### config.mk
export PLATFORM = sky130hd
export DESIGN_NAME = i2c_byte_master
export DESIGN_NICKNAME = d
export VERILOG_FILES = /design/src/rtl/i2c_byte_master.sv
export SDC_FILE = /design/constraint.sdc
export NUM_CORES = 1
export LEC_CHECK = 0
export CAP_MARGIN = 20
export CELL_PAD_IN_SITES_DETAIL_PLACEMENT = 0
export CELL_PAD_IN_SITES_GLOBAL_PLACEMENT = 1
export CORE_MARGIN = 8
export CORE_UTILIZATION = 35
export CTS_BUF_LIST = sky130_fd_sc_hd__clkbuf_8
export CTS_CLUSTER_DIAMETER = 80
export DETAILED_ROUTE_END_ITERATION = 8
export GPL_TIMING_DRIVEN = 0
export PLACE_DENSITY = 0.77
export SLEW_MARGIN = 25
export SYNTH_ARGS = -nofsm -noshare
export SYNTH_HDL_FRONTEND = slang
export SYNTH_SLANG_ARGS = --single-unit
### constraint.sdc
create_clock -name clk -period 2.65 [get_ports clk]
set_clock_uncertainty 0.2 [all_clocks]
set_input_delay 0.3975 -clock clk [delete_from_list [all_inputs] [get_ports clk]]
set_output_delay 0.3975 -clock clk [all_outputs]
set_load 0.05 [all_outputs]
### src/rtl/i2c_byte_master.sv
// Byte-level I2C write engine: START/RSTART framing, 8 data bits MSB first, ACK slot, optional STOP.
// Optional feature macro: I2C_ACK_CHECK_EN (open-drain sda, ACK sampling, ack_err reporting).
//
// state  | meaning
// IDLE   | bus free, sck=1 sda=1, ready for a command
// RSTART | repeated-START setup: R0 sda=1 sck=0, R1 sck=1
// START  | S0 sda falls with sck high, S1 sck falls
// BIT    | one data bit over four quarters, sck high in q1/q2
// ACK    | ninth clock, sda released or driven low
// STOP   | P0 sda=0 sck=0, P1 sck=1, P2 sda rises
// HELD   | bus owned between bytes, sck=0 sda=0, ready for a command
module i2c_byte_master #(
    parameter int CLK_HZ = 27_000_000,
    parameter int I2C_HZ = 400_000
) (
    input  logic       clk,
    input  logic       rst_n,
    input  logic       cmd_valid,
    output logic       cmd_ready,
    input  logic       cmd_start,
    input  logic       cmd_stop,
    input  logic [7:0] cmd_data,
    output logic       done,
    output logic       ack_err,
    output logic       sck,
    inout  wire        sda
);

    localparam int DIV = CLK_HZ / (4 * I2C_HZ);
    localparam int DW  = (DIV > 1) ? $clog2(DIV) : 1;
    localparam logic [DW-1:0] DIV_LAST = DW'(DIV - 1);

    if (DIV < 1) begin : g_bad_div
        $error("i2c_byte_master: CLK_HZ/(4*I2C_HZ) must be at least 1");
    end

`ifdef I2C_ACK_CHECK_EN
    localparam logic ACK_LVL = 1'b1;
`else
    localparam logic ACK_LVL = 1'b0;
`endif

    localparam logic [2:0] IDLE   = 3'd0;
    localparam logic [2:0] RSTART = 3'd1;
    localparam logic [2:0] START  = 3'd2;
    localparam logic [2:0] BIT    = 3'd3;
    localparam logic [2:0] ACK    = 3'd4;
    localparam logic [2:0] STOP   = 3'd5;
    localparam logic [2:0] HELD   = 3'd6;

    logic [2:0]    state_q, state_nx;
    logic [1:0]    qtr_q, qtr_nx;
    logic [2:0]    bit_cnt_q, bit_cnt_nx;
    logic [7:0]    shreg_q, shreg_nx;
    logic          stop_q, stop_nx;
    logic [DW-1:0] div_q, div_nx;
    logic          sck_q, sda_q, done_q, done_nx;
    logic          busy, tick, accept;

    function automatic logic sck_of(input logic [2:0] st, input logic [1:0] q);
        logic r;
        r = 1'b1;
        case (st)
            RSTART:   r = (q == 2'd1);
            START:    r = (q == 2'd0);
            BIT, ACK: r = (q == 2'd1) || (q == 2'd2);
            STOP:     r = (q != 2'd0);
            HELD:     r = 1'b0;
            default:  r = 1'b1;
        endcase
        return r;
    endfunction

    function automatic logic sda_of(input logic [2:0] st, input logic [1:0] q, input logic b);
        logic r;
        r = 1'b1;
        case (st)
            START:   r = 1'b0;
            BIT:     r = b;
            ACK:     r = ACK_LVL;
            STOP:    r = (q == 2'd2);
            HELD:    r = 1'b0;
            default: r = 1'b1;
        endcase
        return r;
    endfunction

    assign cmd_ready = (state_q == IDLE) || (state_q == HELD);
    assign busy      = !cmd_ready;
    assign tick      = busy && (div_q == DIV_LAST);
    assign accept    = cmd_valid && cmd_ready;

    always_comb begin
        state_nx   = state_q;
        qtr_nx     = qtr_q;
        bit_cnt_nx = bit_cnt_q;
        shreg_nx   = shreg_q;
        stop_nx    = stop_q;
        done_nx    = 1'b0;
        div_nx     = (busy && !tick) ? div_q + DW'(1) : '0;
        if (accept) begin
            shreg_nx   = cmd_data;
            stop_nx    = cmd_stop;
            qtr_nx     = 2'd0;
            bit_cnt_nx = 3'd7;
            div_nx     = '0;
            // START is mandatory from a free bus; cmd_start only matters while holding it
            if (state_q == IDLE)
                state_nx = START;
            else if (cmd_start)
                state_nx = RSTART;
            else
                state_nx = BIT;
        end else if (tick) begin
            qtr_nx = qtr_q + 2'd1;
            case (state_q)
                RSTART: if (qtr_q == 2'd1) begin
                    state_nx = START;
                    qtr_nx   = 2'd0;
                end
                START: if (qtr_q == 2'd1) begin
                    state_nx = BIT;
                    qtr_nx   = 2'd0;
                end
                BIT: if (qtr_q == 2'd3) begin
                    shreg_nx = {shreg_q[6:0], 1'b0};
                    if (bit_cnt_q == 3'd0)
                        state_nx = ACK;
                    else
                        bit_cnt_nx = bit_cnt_q - 3'd1;
                end
                ACK: if (qtr_q == 2'd3) begin
                    state_nx = stop_q ? STOP : HELD;
                    done_nx  = !stop_q;
                end
                STOP: if (qtr_q == 2'd2) begin
                    state_nx = IDLE;
                    qtr_nx   = 2'd0;
                    done_nx  = 1'b1;
                end
                default: begin
                    state_nx = IDLE;
                    qtr_nx   = 2'd0;
                end
            endcase
        end
    end

    // Pins are registered from the next-state decode so they change cleanly on the clock edge
    always_ff @(posedge clk or negedge rst_n) begin
        if (!rst_n) begin
            state_q   <= IDLE;
            qtr_q     <= 2'd0;
            bit_cnt_q <= 3'd0;
            shreg_q   <= 8'd0;
            stop_q    <= 1'b0;
            div_q     <= '0;
            sck_q     <= 1'b1;
            sda_q     <= 1'b1;
            done_q    <= 1'b0;
        end else begin
            state_q   <= state_nx;
            qtr_q     <= qtr_nx;
            bit_cnt_q <= bit_cnt_nx;
            shreg_q   <= shreg_nx;
            stop_q    <= stop_nx;
            div_q     <= div_nx;
            sck_q     <= sck_of(state_nx, qtr_nx);
            sda_q     <= sda_of(state_nx, qtr_nx, shreg_nx[7]);
            done_q    <= done_nx;
        end
    end

    assign sck  = sck_q;
    assign done = done_q;

`ifdef I2C_ACK_CHECK_EN
    logic ack_smp_q, ack_err_q;

    always_ff @(posedge clk or negedge rst_n) begin
        if (!rst_n) begin
            ack_smp_q <= 1'b0;
            ack_err_q <= 1'b0;
        end else begin
            if (tick && (state_q == ACK) && (qtr_q == 2'd2))
                ack_smp_q <= sda;
            if (accept)
                ack_err_q <= 1'b0;
            else if (done_nx)
                ack_err_q <= ack_smp_q;
        end
    end

    assign ack_err = ack_err_q;
    assign sda     = sda_q ? 1'bz : 1'b0;
`else
    assign ack_err = 1'b0;
    assign sda     = sda_q;
`endif

endmodule

==> impl_metrics.tcl <==
set metrics [dict create \
    status "finished, violations left" \
    path_clk_slew_ns 0.09 \
    required_ns 2.66 \
    grt_usage_pct 12.1 \
    maxSlewHeadroom_pct 63.9 \
    portBuffers 15 \
    first_iter_violations 156 \
    drv_slew 0 \
    synth-edff-count 0 \
    most-common-layout-cells "nand2_1, dfrtp_1, buf_4" \
    multi_input_area_sq_mm 0.00102 \
    antennaDiodeCount 0 \
    rows 25 \
    worst_path_max_delay_cell "dfrtp_1" \
    leakage_uw 0.000920 \
    ys_seq_area_share_pct 36.8 \
    coreArea_sq_mm 0.00463 \
    grt_pass1_vias 1470 \
    dp_slack_ns -0.232 \
    grt_max_degree 25 \
    cp_top_family "compound AO/OA/AOI/OAI gates" \
    overflow 0 \
    hpwl_um 2860 \
    synth_seq_cells 24 \
    seqCellArea_sq_um 604 \
    cap_violations 0 \
    tightest_slew_ns 0.541 \
    drc 0 \
    layout.nets 245 \
    path_class "reg2reg" \
    total_power_uw 2010 \
    finalHoldViolCount 0 \
    period_needed_ns 2.67 \
    synth_nets 209 \
    syn_area_sq_mm 0.00164 \
    cpPeakStageDelay_ns 0.41 \
    die_w_um 84.5 \
    num_vias 1478 \
    place.gp.congestion 0.902 \
    max-vdd-ir-drop_mv 0.485 \
    cp-end-kind "flip-flop" \
    drive_above_1_share_pct 26.4 \
    cp-start-kind "flip-flop" \
    ctsHtreeMaxLevel 1 \
    numClockSinks 24 \
    start_util_pct 35.4 \
    ys.flop_type "dfrtp_1" \
    wirelength_um 4250 \
    cts-buffers-inserted 3 \
    path_buf_inv 2 \
    area_delta_synth_final_pct 31.9 \
    layout_commonest_cell "nand2_1" \
    ioPinCount 18 \
    grt_pass1_wl_um 7120 \
    cts_buffer_depth 2 \
    synth.distinct_cells 53 \
    yosysWarnings 0 \
    via_per_inst 5.39 \
    synth_area_per_cell_sq_um 8.87 \
    worstPathArrival_ns 2.68 \
    async_flop_share_pct 100 \
    cts-root-buf "clkbuf_8" \
    antenna_found_initial 0 \
    syn_inst 185 \
    holdCritPathClass "reg2reg" \
    die_y_um 84.5 \
    max_freq_mhz 374 \
    tritoncts "done" \
    clock_latency_ns 0.28 \
    die_area_sq_mm 0.00713 \
    worst-path-max-fanout 3 \
    min_period_over_period_pct 101 \
    violations "setup timing" \
    finalSetupViolations 1 \
    n_fill_cell 472 \
    ant_nets 0 \
    grt_setup_unrepaired "yes" \
    power.density_mw_per_mm2 929 \
    wire_per_inst_um 15.5 \
    timing.final.ws_setup_ns -0.0226 \
    dr.pass1.iters 4 \
    cp_cell_sequence "inv_1 -> ha_1 -> o21ai_1 -> a31o_2 -> or3_4 -> a32o_2 -> ha_4 -> inv_2 -> nor2_1 -> or3_1 -> o211a_1" \
]
synthesized netlist by cell type, types with 2 or more instances:
cell	count	area (sq um)
o21ai_0	9	45.0
buf_4	3	22.5
dfstp_2	2	52.6
nand2b_1	2	12.5
and3_1	2	12.5
dfrtp_1	22	551
buf_2	5	25.0
ha_1	11	138
o31a_1	2	17.5
nand4b_1	3	26.3
xnor2_1	3	26.3
mux2i_1	2	20.0
inv_1	10	37.5
nand2_1	32	120
o31ai_1	2	15.0
o211ai_1	2	15.0
a31oi_1	7	43.8
and2b_1	2	15.0
nand3_1	8	40.0
nor2_1	15	56.3
a21oi_1	3	15.0
nor2b_1	4	25.0
clkbuf_1	2	7.51
a211o_1	2	17.5
or3_1	2	12.5
state kept, by name (all words and copies together) (netlist names):
register and cells:
state_q 3, shreg_q 8, div_q 4, bit_cnt_q 3, qtr_q 2, sda 1, sck 1, done 1
stop_q 1
metrics by stage:
step                setup TNS (ns)  std cells  hold slack, ns  utilization (%)  cell area, sq um
CTS                        -0.0790        274           0.321             45.3              2100
detailed placement          -0.256        254           0.226             40.2              1860
global placement            -0.237        254           0.248             40.3              1870
floorplan                        0        185         -0.0981                -              1650
global route                -0.144        274           0.349             46.7              2160
finish                     -0.0226        274           0.320             46.7              2160
routing by layer:
metal | vias up | global-route usage [%] | wire length, um
li1 | 717 | - | -
met2 | 31 | 19.3 | 2090
met5 | - | 0 | 0
met3 | 4 | 1.76 | 139
met1 | 726 | 16.0 | 1980
met4 | 0 | 4.21 | 41
tightest hold or removal path, stage by stage (launching register included):
cell and delay [ns]:
dfrtp_1 0.36, nand3_1 0.07, nand2_1 0.06
cell type report:
type	count	area share, %
clock inverter	1	1.39
buffer	11	4.45
timing repair buffer	31	12.3
sequential	24	27.9
multi-input combinational	139	47.0
tap	54	3.12
inverter	11	1.91
clock buffer	3	1.91
what timing repair did:
item                                    4_1_cts  5_1_grt
pin swaps                                     6        4
endpoints found under the hold margin        22        0
hold buffers                                  1        0
endpoints found under the setup margin        3        3
setup buffers                                15        0
gates resized for setup                      17       16
path summary, 6_finish.rpt:
path,endpoint,cells past startpoint,slack [ns],from
hold / removal,shreg_q[0],2,0.32,shreg_q[0]
setup / recovery,sck,11,-0.02,qtr_q[1]
max in group asynchronous,qtr_q[0],2,1.43,rst_n
setup reg to reg,sck,11,-0.02,qtr_q[1]
hold reg to reg,shreg_q[0],2,0.32,shreg_q[0]
min in group asynchronous,div_q[0],2,0.44,rst_n
report_power, final:
group	switching, uW	internal [uW]	leakage, uW
Clock	127	202	0.0000357
Combinational	613	470	0.000607
Sequential	96.2	501	0.000276
Total	836	1170	0.000920
logic make-up after synthesis:
logic type,Yosys count,synth area share (%)
compound gates,42,20.1
mux,3,1.91
simple gates,77,23.3
xor+xnor,4,2.14
fa+ha+maj,12,9.00
flops,24,36.8
buf+inv,22,6.56
other cells,1,0.229
(Power assumes the default switching activity.)
